<file path="src/rtl/ghostbus_pkg.sv">
`default_nettype none
// ============================================================================
//  Module      : ghostbus_pkg
//  Description : Shared helpers for the ghostbus fan-out block: clog2,
//                select-field width and the parameter legality check.
//  Revision    : 1.0  initial release
// ============================================================================
package ghostbus_pkg;

    localparam int MAX_NCH    = 8;
    localparam int MAX_RD_LAT = 4;

    // Ceiling log2; clog2(1) = 0.
    function automatic int clog2(input int n);
        int r;
        r = 0;
        for (int i = 0; i < 31; i++) begin
            if ((1 << i) < n) begin
                r = i + 1;
            end
        end
        return r;
    endfunction

    // Width of the stored channel index; never narrower than one bit.
    function automatic int sel_width(input int nch);
        return (clog2(nch) < 1) ? 1 : clog2(nch);
    endfunction

    // True when the parameter set describes a buildable fan-out.
    function automatic bit params_ok(input int aw, input int dw, input int nch,
                                     input int caw, input int rd_lat);
        return (nch >= 1) && (nch <= MAX_NCH) &&
               (rd_lat >= 1) && (rd_lat <= MAX_RD_LAT) &&
               (dw >= 1) && (caw >= 1) &&
               (aw >= caw + sel_width(nch));
    endfunction

endpackage
`default_nettype wire

</file>
<file path="src/rtl/ghostbus_tag_pipe.sv">
`default_nettype none
// ============================================================================
//  Module      : ghostbus_tag_pipe
//  Description : Fixed-depth shift register carrying read tags alongside the
//                child read latency. One entry enters per cycle.
//  Revision    : 1.0  initial release
// ============================================================================
module ghostbus_tag_pipe #(
    parameter int DEPTH = 1,
    parameter int TW    = 2
) (
    input  logic          clk,
    input  logic          rst,
    input  logic          in_valid,
    input  logic [TW-1:0] in_tag,
    output logic          out_valid,
    output logic [TW-1:0] out_tag
);

    logic [DEPTH-1:0] r_valid;
    logic [TW-1:0]    r_tag [DEPTH];

    // Shift valid and tag one stage per cycle; reset discards in-flight reads.
    always_ff @(posedge clk or posedge rst) begin
        if (rst) begin
            r_valid <= '0;
            for (int i = 0; i < DEPTH; i++) begin
                r_tag[i] <= '0;
            end
        end else begin
            r_valid[0] <= in_valid;
            r_tag[0]   <= in_tag;
            for (int i = 1; i < DEPTH; i++) begin
                r_valid[i] <= r_valid[i-1];
                r_tag[i]   <= r_tag[i-1];
            end
        end
    end

    assign out_valid = r_valid[DEPTH-1];
    assign out_tag   = r_tag[DEPTH-1];

endmodule
`default_nettype wire

</file>
<file path="src/rtl/ghostbus_fanout.sv">
`default_nettype none
// ============================================================================
//  Module      : ghostbus_fanout
//  Description : Decodes an upstream ghostbus access into one of NCH child
//                windows, registers the request, tracks reads through a tag
//                pipe and muxes the returning child data back upstream.
//  Revision    : 1.0  initial release
// ============================================================================
module ghostbus_fanout
    import ghostbus_pkg::*;
#(
    parameter int AW     = 24,
    parameter int DW     = 32,
    parameter int NCH    = 2,
    parameter int CAW    = 20,
    parameter int RD_LAT = 1
) (
    input  logic              clk,
    input  logic              rst,
    input  logic [AW-1:0]     gb_addr,
    input  logic [DW-1:0]     gb_wdata,
    input  logic              gb_we,
    input  logic              gb_re,
    output logic [DW-1:0]     gb_rdata,
    output logic              gb_rvalid,
    output logic [CAW-1:0]    ch_addr,
    output logic [DW-1:0]     ch_wdata,
    output logic [NCH-1:0]    ch_we,
    output logic [NCH-1:0]    ch_re,
    input  logic [NCH*DW-1:0] ch_rdata,
    output logic [15:0]       miss_cnt
);

    localparam int SEL_W = sel_width(NCH);
    localparam int FW    = AW - CAW;     // width of the upstream select field
    localparam int TAG_W = SEL_W + 1;    // {sel, miss}; valid travels separately

    generate
        if (!params_ok(AW, DW, NCH, CAW, RD_LAT)) begin : g_param_check
            $fatal(1, "ghostbus_fanout: illegal parameter set");
        end
    endgenerate

    logic [FW-1:0]    w_sel_field;
    logic [SEL_W-1:0] w_sel;
    logic             w_hit;
    logic [NCH-1:0]   w_onehot;

    logic             r_rd_valid;
    logic [SEL_W-1:0] r_rd_sel;
    logic             r_rd_miss;

    logic             w_tag_valid;
    logic [TAG_W-1:0] w_tag;
    logic [SEL_W-1:0] w_out_sel;
    logic             w_out_miss;
    logic [DW-1:0]    w_mux_data;

    // The compare is one bit wider than the field so NCH always fits.
    assign w_sel_field = gb_addr[AW-1:CAW];
    assign w_hit       = ({1'b0, w_sel_field} < (FW+1)'(NCH));
    assign w_sel       = w_sel_field[SEL_W-1:0];
    assign w_onehot    = w_hit ? (NCH'(1) << w_sel) : '0;

    // Register the request once; strobes last exactly one cycle.
    always_ff @(posedge clk or posedge rst) begin
        if (rst) begin
            ch_addr    <= '0;
            ch_wdata   <= '0;
            ch_we      <= '0;
            ch_re      <= '0;
            r_rd_valid <= 1'b0;
            r_rd_sel   <= '0;
            r_rd_miss  <= 1'b0;
        end else begin
            if (gb_we || gb_re) begin
                ch_addr <= gb_addr[CAW-1:0];
            end
            if (gb_we) begin
                ch_wdata <= gb_wdata;
            end
            ch_we      <= gb_we ? w_onehot : '0;
            ch_re      <= gb_re ? w_onehot : '0;
            r_rd_valid <= gb_re;
            r_rd_sel   <= w_sel;
            r_rd_miss  <= !w_hit;
        end
    end

    // Count each missed access once, even a combined write+read, and saturate.
    always_ff @(posedge clk or posedge rst) begin
        if (rst) begin
            miss_cnt <= '0;
        end else if ((gb_we || gb_re) && !w_hit && (miss_cnt != 16'hFFFF)) begin
            miss_cnt <= miss_cnt + 16'd1;
        end
    end

    // Tags enter from the registered request so they exit as child data lands.
    ghostbus_tag_pipe #(
        .DEPTH (RD_LAT),
        .TW    (TAG_W)
    ) u_tag_pipe (
        .clk       (clk),
        .rst       (rst),
        .in_valid  (r_rd_valid),
        .in_tag    ({r_rd_sel, r_rd_miss}),
        .out_valid (w_tag_valid),
        .out_tag   (w_tag)
    );

    assign w_out_sel  = w_tag[TAG_W-1:1];
    assign w_out_miss = w_tag[0];

    // Select the child slice named by the exiting tag.
    always_comb begin
        w_mux_data = '0;
        for (int i = 0; i < NCH; i++) begin
            if (w_out_sel == SEL_W'(i)) begin
                w_mux_data = ch_rdata[i*DW +: DW];
            end
        end
    end

    // Capture the response; read data holds between responses.
    always_ff @(posedge clk or posedge rst) begin
        if (rst) begin
            gb_rdata  <= '0;
            gb_rvalid <= 1'b0;
        end else begin
            gb_rvalid <= w_tag_valid;
            if (w_tag_valid) begin
                gb_rdata <= w_out_miss ? '0 : w_mux_data;
            end
        end
    end

endmodule
`default_nettype wire

</file>
<file path="config.mk">
export PLATFORM = sky130hd
export DESIGN_NAME = ghostbus_fanout
export DESIGN_NICKNAME = d
export VERILOG_FILES = /design/src/rtl/ghostbus_pkg.sv /design/src/rtl/ghostbus_tag_pipe.sv /design/src/rtl/ghostbus_fanout.sv
export SDC_FILE = /design/constraint.sdc
export NUM_CORES = 1
export LEC_CHECK = 0
export BUFFER_PORTS_ARGS = -buffer_cell sky130_fd_sc_hd__buf_2
export CELL_PAD_IN_SITES_DETAIL_PLACEMENT = 1
export CELL_PAD_IN_SITES_GLOBAL_PLACEMENT = 1
export CORE_ASPECT_RATIO = 0.9
export CORE_UTILIZATION = 31
export CTS_CLUSTER_SIZE = 20
export DETAILED_ROUTE_END_ITERATION = 16
export PLACE_DENSITY_LB_ADDON = 0.1
export SYNTH_ARGS = -nofsm -noshare
export SYNTH_HDL_FRONTEND = slang
export SYNTH_HIERARCHICAL = 1
export SYNTH_SLANG_ARGS = --single-unit
</file>
<file path="constraint.sdc">
create_clock -name clk -period 3.3 [get_ports clk]
set_clock_uncertainty 0.1 [all_clocks]
set_input_delay 0.66 -clock clk [delete_from_list [all_inputs] [get_ports clk]]
set_output_delay 0.66 -clock clk [all_outputs]
set_load 0.05 [all_outputs]
</file>
# [Word level (Yosys, flattened, before mapping)]
# Cells that the tools add are included.
[op_classes] reduce_logical=4 shifts=1 n_mux=5 addsub=1 n_lt_le_gt_ge=1 n_eq_ne=1
[ops] cell="$mux W32" n=2
[ops] cell="$add A16 B1 Y16 const B" n=1
[ops] cell="$ne A16 B16 Y1 const B" n=1
[ops] cell="$mux W2" n=3
[ops] cell="$lt A4 B2 Y1 const B" n=1
[ops] cell="$logic_and A1 B1 Y1" n=2
[ops] cell="$shl A1 B1 Y2 const A" n=1
[ops] cell="$logic_not A1 Y1" n=1
[ops] cell="$logic_or A1 B1 Y1" n=1
[totals] elab_cells=25 in_bits=124 reg_bits=111

# [Longest topological paths before layout]
[logic_depth] depth_word=4 depth_mapped=5 depth_no_buf=5

# [Modules after synthesis]
# The synthesis kept the hierarchy.
[by_module_without_submodules] module="ghostbus_fanout" cells_each=337 n_inst=1 area_per_inst_um2=4476.8 seq_area_each_um2=2702.6
[by_module_without_submodules] module="ghostbus_tag_pipe" cells_each=4 n_inst=1 area_per_inst_um2=78.8 seq_area_each_um2=75.1

# [Worst setup path before layout]
# No wires, ideal clock.
[synth_timing] kind="reg2reg" from="reg miss_cnt[0]" to="reg miss_cnt[1]" stages_incl_launch_ff=6 t_arrival_ns=1.923 period_less_slack_ns=2.148 slack_ns=1.152 required_time_ns=3.075 setup_time_ns=0.125 path_buffers=0 cell_sequence="dfrtp_1 > ha_1 > and2_1 > nand4_2 > o21ai_1 > mux2_2"
[synth_between] elab_chain_cells=2
[synth_lines] element="start, declared" line_no="ghostbus_fanout.sv:31" text="output logic [15:0] miss_cnt"
[synth_lines] element="start signal, assigned" line_no="ghostbus_fanout.sv:95" text="miss_cnt <= miss_cnt + 16'd1;"
[synth_lines] element="branches (longest 2 deep; another with $add A16 B1 Y16)"
# Parallel ways; which one is timed is not known.
# A chain may end at the register's enable or synchronous reset.

# [Final worst setup path]
# Ends and elaborated chain as after synthesis.

==> impl_metrics.env <==
export IMPL_run_status="finished clean"
export IMPL_place_inst=751
export IMPL_critical_path_cell_count=5
export IMPL_netlist_top_cell_by_area="dfrtp_1"
export IMPL_combined_area_of_the_multi_input_logic_cells_sq_um=1580
export IMPL_worst_skew_pair_late_latency_ns=0.34
export IMPL_cp_end_kind="flip-flop"
export IMPL_final_util_pct=44.0
export IMPL_die_w_microns=130
export IMPL_portbufs=228
export IMPL_clockBufferDepth=2
export IMPL_timing_critical_path_fanout_max=8
export IMPL_critical_path_top_delay_family="simple AND/OR/NAND/NOR gates"
export IMPL_synth_warning_count=6
export IMPL_detail_route_wl_per_cell_microns=16.0
export IMPL_diodes=0
export IMPL_area_growth_synth_to_final_pct=36.8
export IMPL_postSynthNetCount=466
export IMPL_final_seq_area_sq_um=2780
export IMPL_layoutNonFillerInstCount=767
export IMPL_rsz0062_at_grt="false"
export IMPL_final_period_minus_worst_setup_slack_ns=2.01
export IMPL_finalSetupViolations=0
export IMPL_die_area_sq_um=15200
export IMPL_timing_worst_slew_pin_value_ns=0.892
export IMPL_numClockSinks=111
export IMPL_maximum_level_of_the_cts_h_tree=3
export IMPL_layout_setup_ws_ns=1.29
export IMPL_global_route_usage_total_pct=16.7
export IMPL_path_clk_slew_ns=0.07
export IMPL_routed_via_count=3540
export IMPL_io_pins=229
export IMPL_timing_critical_path_slowest_cell_delay_ns=0.40
export IMPL_synth_area_sq_um=4560
export IMPL_power_per_cell_area_nw_per_um2=582
export IMPL_place_hpwl_microns=9240
export IMPL_final_weighted_congestion_in_routability_driven_placement=0.731
export IMPL_yosys_register_bits=111
export IMPL_clock_fmax_mhz=498
export IMPL_r2r_worst_path_cells=5
export IMPL_synth_cell_type_count=33
export IMPL_timing_final_max_slew_violations=0
export IMPL_synth_area_leaders="dfrtp_1, mux2_2, mux2i_1, o22ai_1, inv_1"
export IMPL_power_ir_vdd_worst_mv=0.405
export IMPL_globalRoute_totalOverflow=0
export IMPL_finalSetupTns_ns=0
export IMPL_grt_antenna_before_repair=0
export IMPL_crit_required_ns=3.43
export IMPL_max_slew_margin_pct=40.5
export IMPL_detail_route_wirelength_microns=12200
export IMPL_wire_length_of_the_first_global_routing_pass_microns=19100
export IMPL_timing_worst_setup_path_type="flip-flop to flip-flop"
export IMPL_finalHoldViolCount=0
export IMPL_crit_slowest_cell="dfrtp_1"
export IMPL_fin_nets=694
export IMPL_timing_hold_ws_ns=0.0963
export IMPL_instance_count_of_the_mapped_netlist=341
export IMPL_core_region_area_sq_um=14200
export IMPL_avgSynthCellArea_sq_um=13.4
export IMPL_post_route_cells_drive_above_1_share_pct=53.5
export IMPL_synth_sequential_area_ratio_pct=61.0
export IMPL_post_cts_buffers=0
export IMPL_drtAntennaViolNets=0
export IMPL_layout_worst_path_cycle_share_pct=60.9
export IMPL_cts_hold_buffers=0
export IMPL_worst_setup_path_start_kind="flip-flop"
export IMPL_via_count_of_the_first_global_routing_pass=3716
export IMPL_crit_chain="ha_1, and2_1, nand4_2, o21ai_1, mux2_2"
export IMPL_cts_made_buffers=9
export IMPL_detailedRoute_firstIterationViolations=123
export IMPL_timing_max_cap_violations=0
export IMPL_static_leakage_power_uw=0.00316
export IMPL_cts_root_buffer_cell="clkbuf_16"
export IMPL_die_ht_microns=117
export IMPL_final_common_cell="buf_2"
export IMPL_drt_pass1_iter_count=4
export IMPL_pre_cts_ws_ns=0.931
export IMPL_post_cts_resize_count=0
export IMPL_final_cell_mix="buf_2, dfrtp_1, mux2_2"
export IMPL_final_fill_count=1591
export IMPL_yosysTopAreaCellShare_pct=61.0
export IMPL_routed_via_density=4.62
export IMPL_drc_errors=0
export IMPL_initial_utilization_pct=32.2
export IMPL_cp_buffers_inverters=0
export IMPL_cp_arrival_ns=2.14
export IMPL_core_rowCount=41
export IMPL_min_path_type="primary input to asynchronous set/reset pin"
export IMPL_largest_net_degree_at_the_start_of_global_routing=59
export IMPL_cts_tree="yes"
path summary, 6_finish.rpt:
kind / startpoint / slack, ns / endpoint
worst max-delay path: miss_cnt[0] / 1.29 / miss_cnt[1]
worst min-delay path: rst / 0.1 / u_tag_pipe/out_tag[0]
worst max register to register: miss_cnt[0] / 1.29 / miss_cnt[1]
worst min register to register: r_rd_sel / 0.25 / u_tag_pipe/out_tag[1]
max in group asynchronous: rst / 1.98 / miss_cnt[1]
min in group clk: r_rd_sel / 0.25 / u_tag_pipe/out_tag[1]
cell type report:
type | instances | share of cell area, %
sequential | 111 | 44.6
tap | 193 | 3.87
multi-input combinational | 178 | 25.3
timing repair buffer | 234 | 19.2
clock buffer | 14 | 4.24
inverter | 35 | 2.17
clock inverter | 2 | 0.622
cell families (layout without fill, tap and decap cells):
family                     after synthesis  count (layout)  share of synthesized area, %
and+or+nand+nor                         38              38                          5.60
DFF                                    111             111                          61.0
muxes                                   86              86                          20.4
adders and majority gates                1               1                         0.275
AOI/OAI and AO/OA                       40              40                          5.77
xor gates and xnor gates                13              13                          2.50
buffers and inverters                   52             285                          4.50
metal layers:
metal,GRT usage (%),part of all wire (%),up-vias
met5,0,0,-
met4,4.11,0.97,0
met3,7.41,11,9
met2,26.7,46,149
met1,20.7,42,1728
li1,-,-,1654
power breakdown:
group | internal [uW] | switching, uW
Sequential | 1480 | 116
Combinational | 278 | 645
Clock | 633 | 475
Yosys cell counts, drive strengths merged:
library cell  number
dfrtp            111
mux2              54
inv               35
mux2i             32
o22ai             32
xnor2             12
nand4             10
buf                9
clkbuf             8
nor2               6
and3               4
nand2              4
and2               3
and4               3
a31oi              2
nand2b             2
nand3              2
o211ai             2
o21ai              2
ha                 1
nand3b             1
nor3               1
nor3b              1
nor4               1
o2111ai            1
o32ai              1
xor2               1
metrics by stage:
step                power [uW]  cell area [sq um]
detailed placement        2560               5930
global route              3800               6230
floorplan                 2260               4560
finish                    3630               6230
CTS                       3690               6230
global placement          2540               5930
sequential cells by signal (all words and copies together) (netlist names):
signal	cells
ch_re	2
gb_rvalid	1
r_rd_miss	1
ch_wdata	32
r_rd_sel	1
ch_addr	20
ch_we	2
u_tag_pipe/out_tag	2
r_rd_valid	1
u_tag_pipe/out_valid	1
miss_cnt	16
gb_rdata	32
Power figures use the tool's default switching activity.
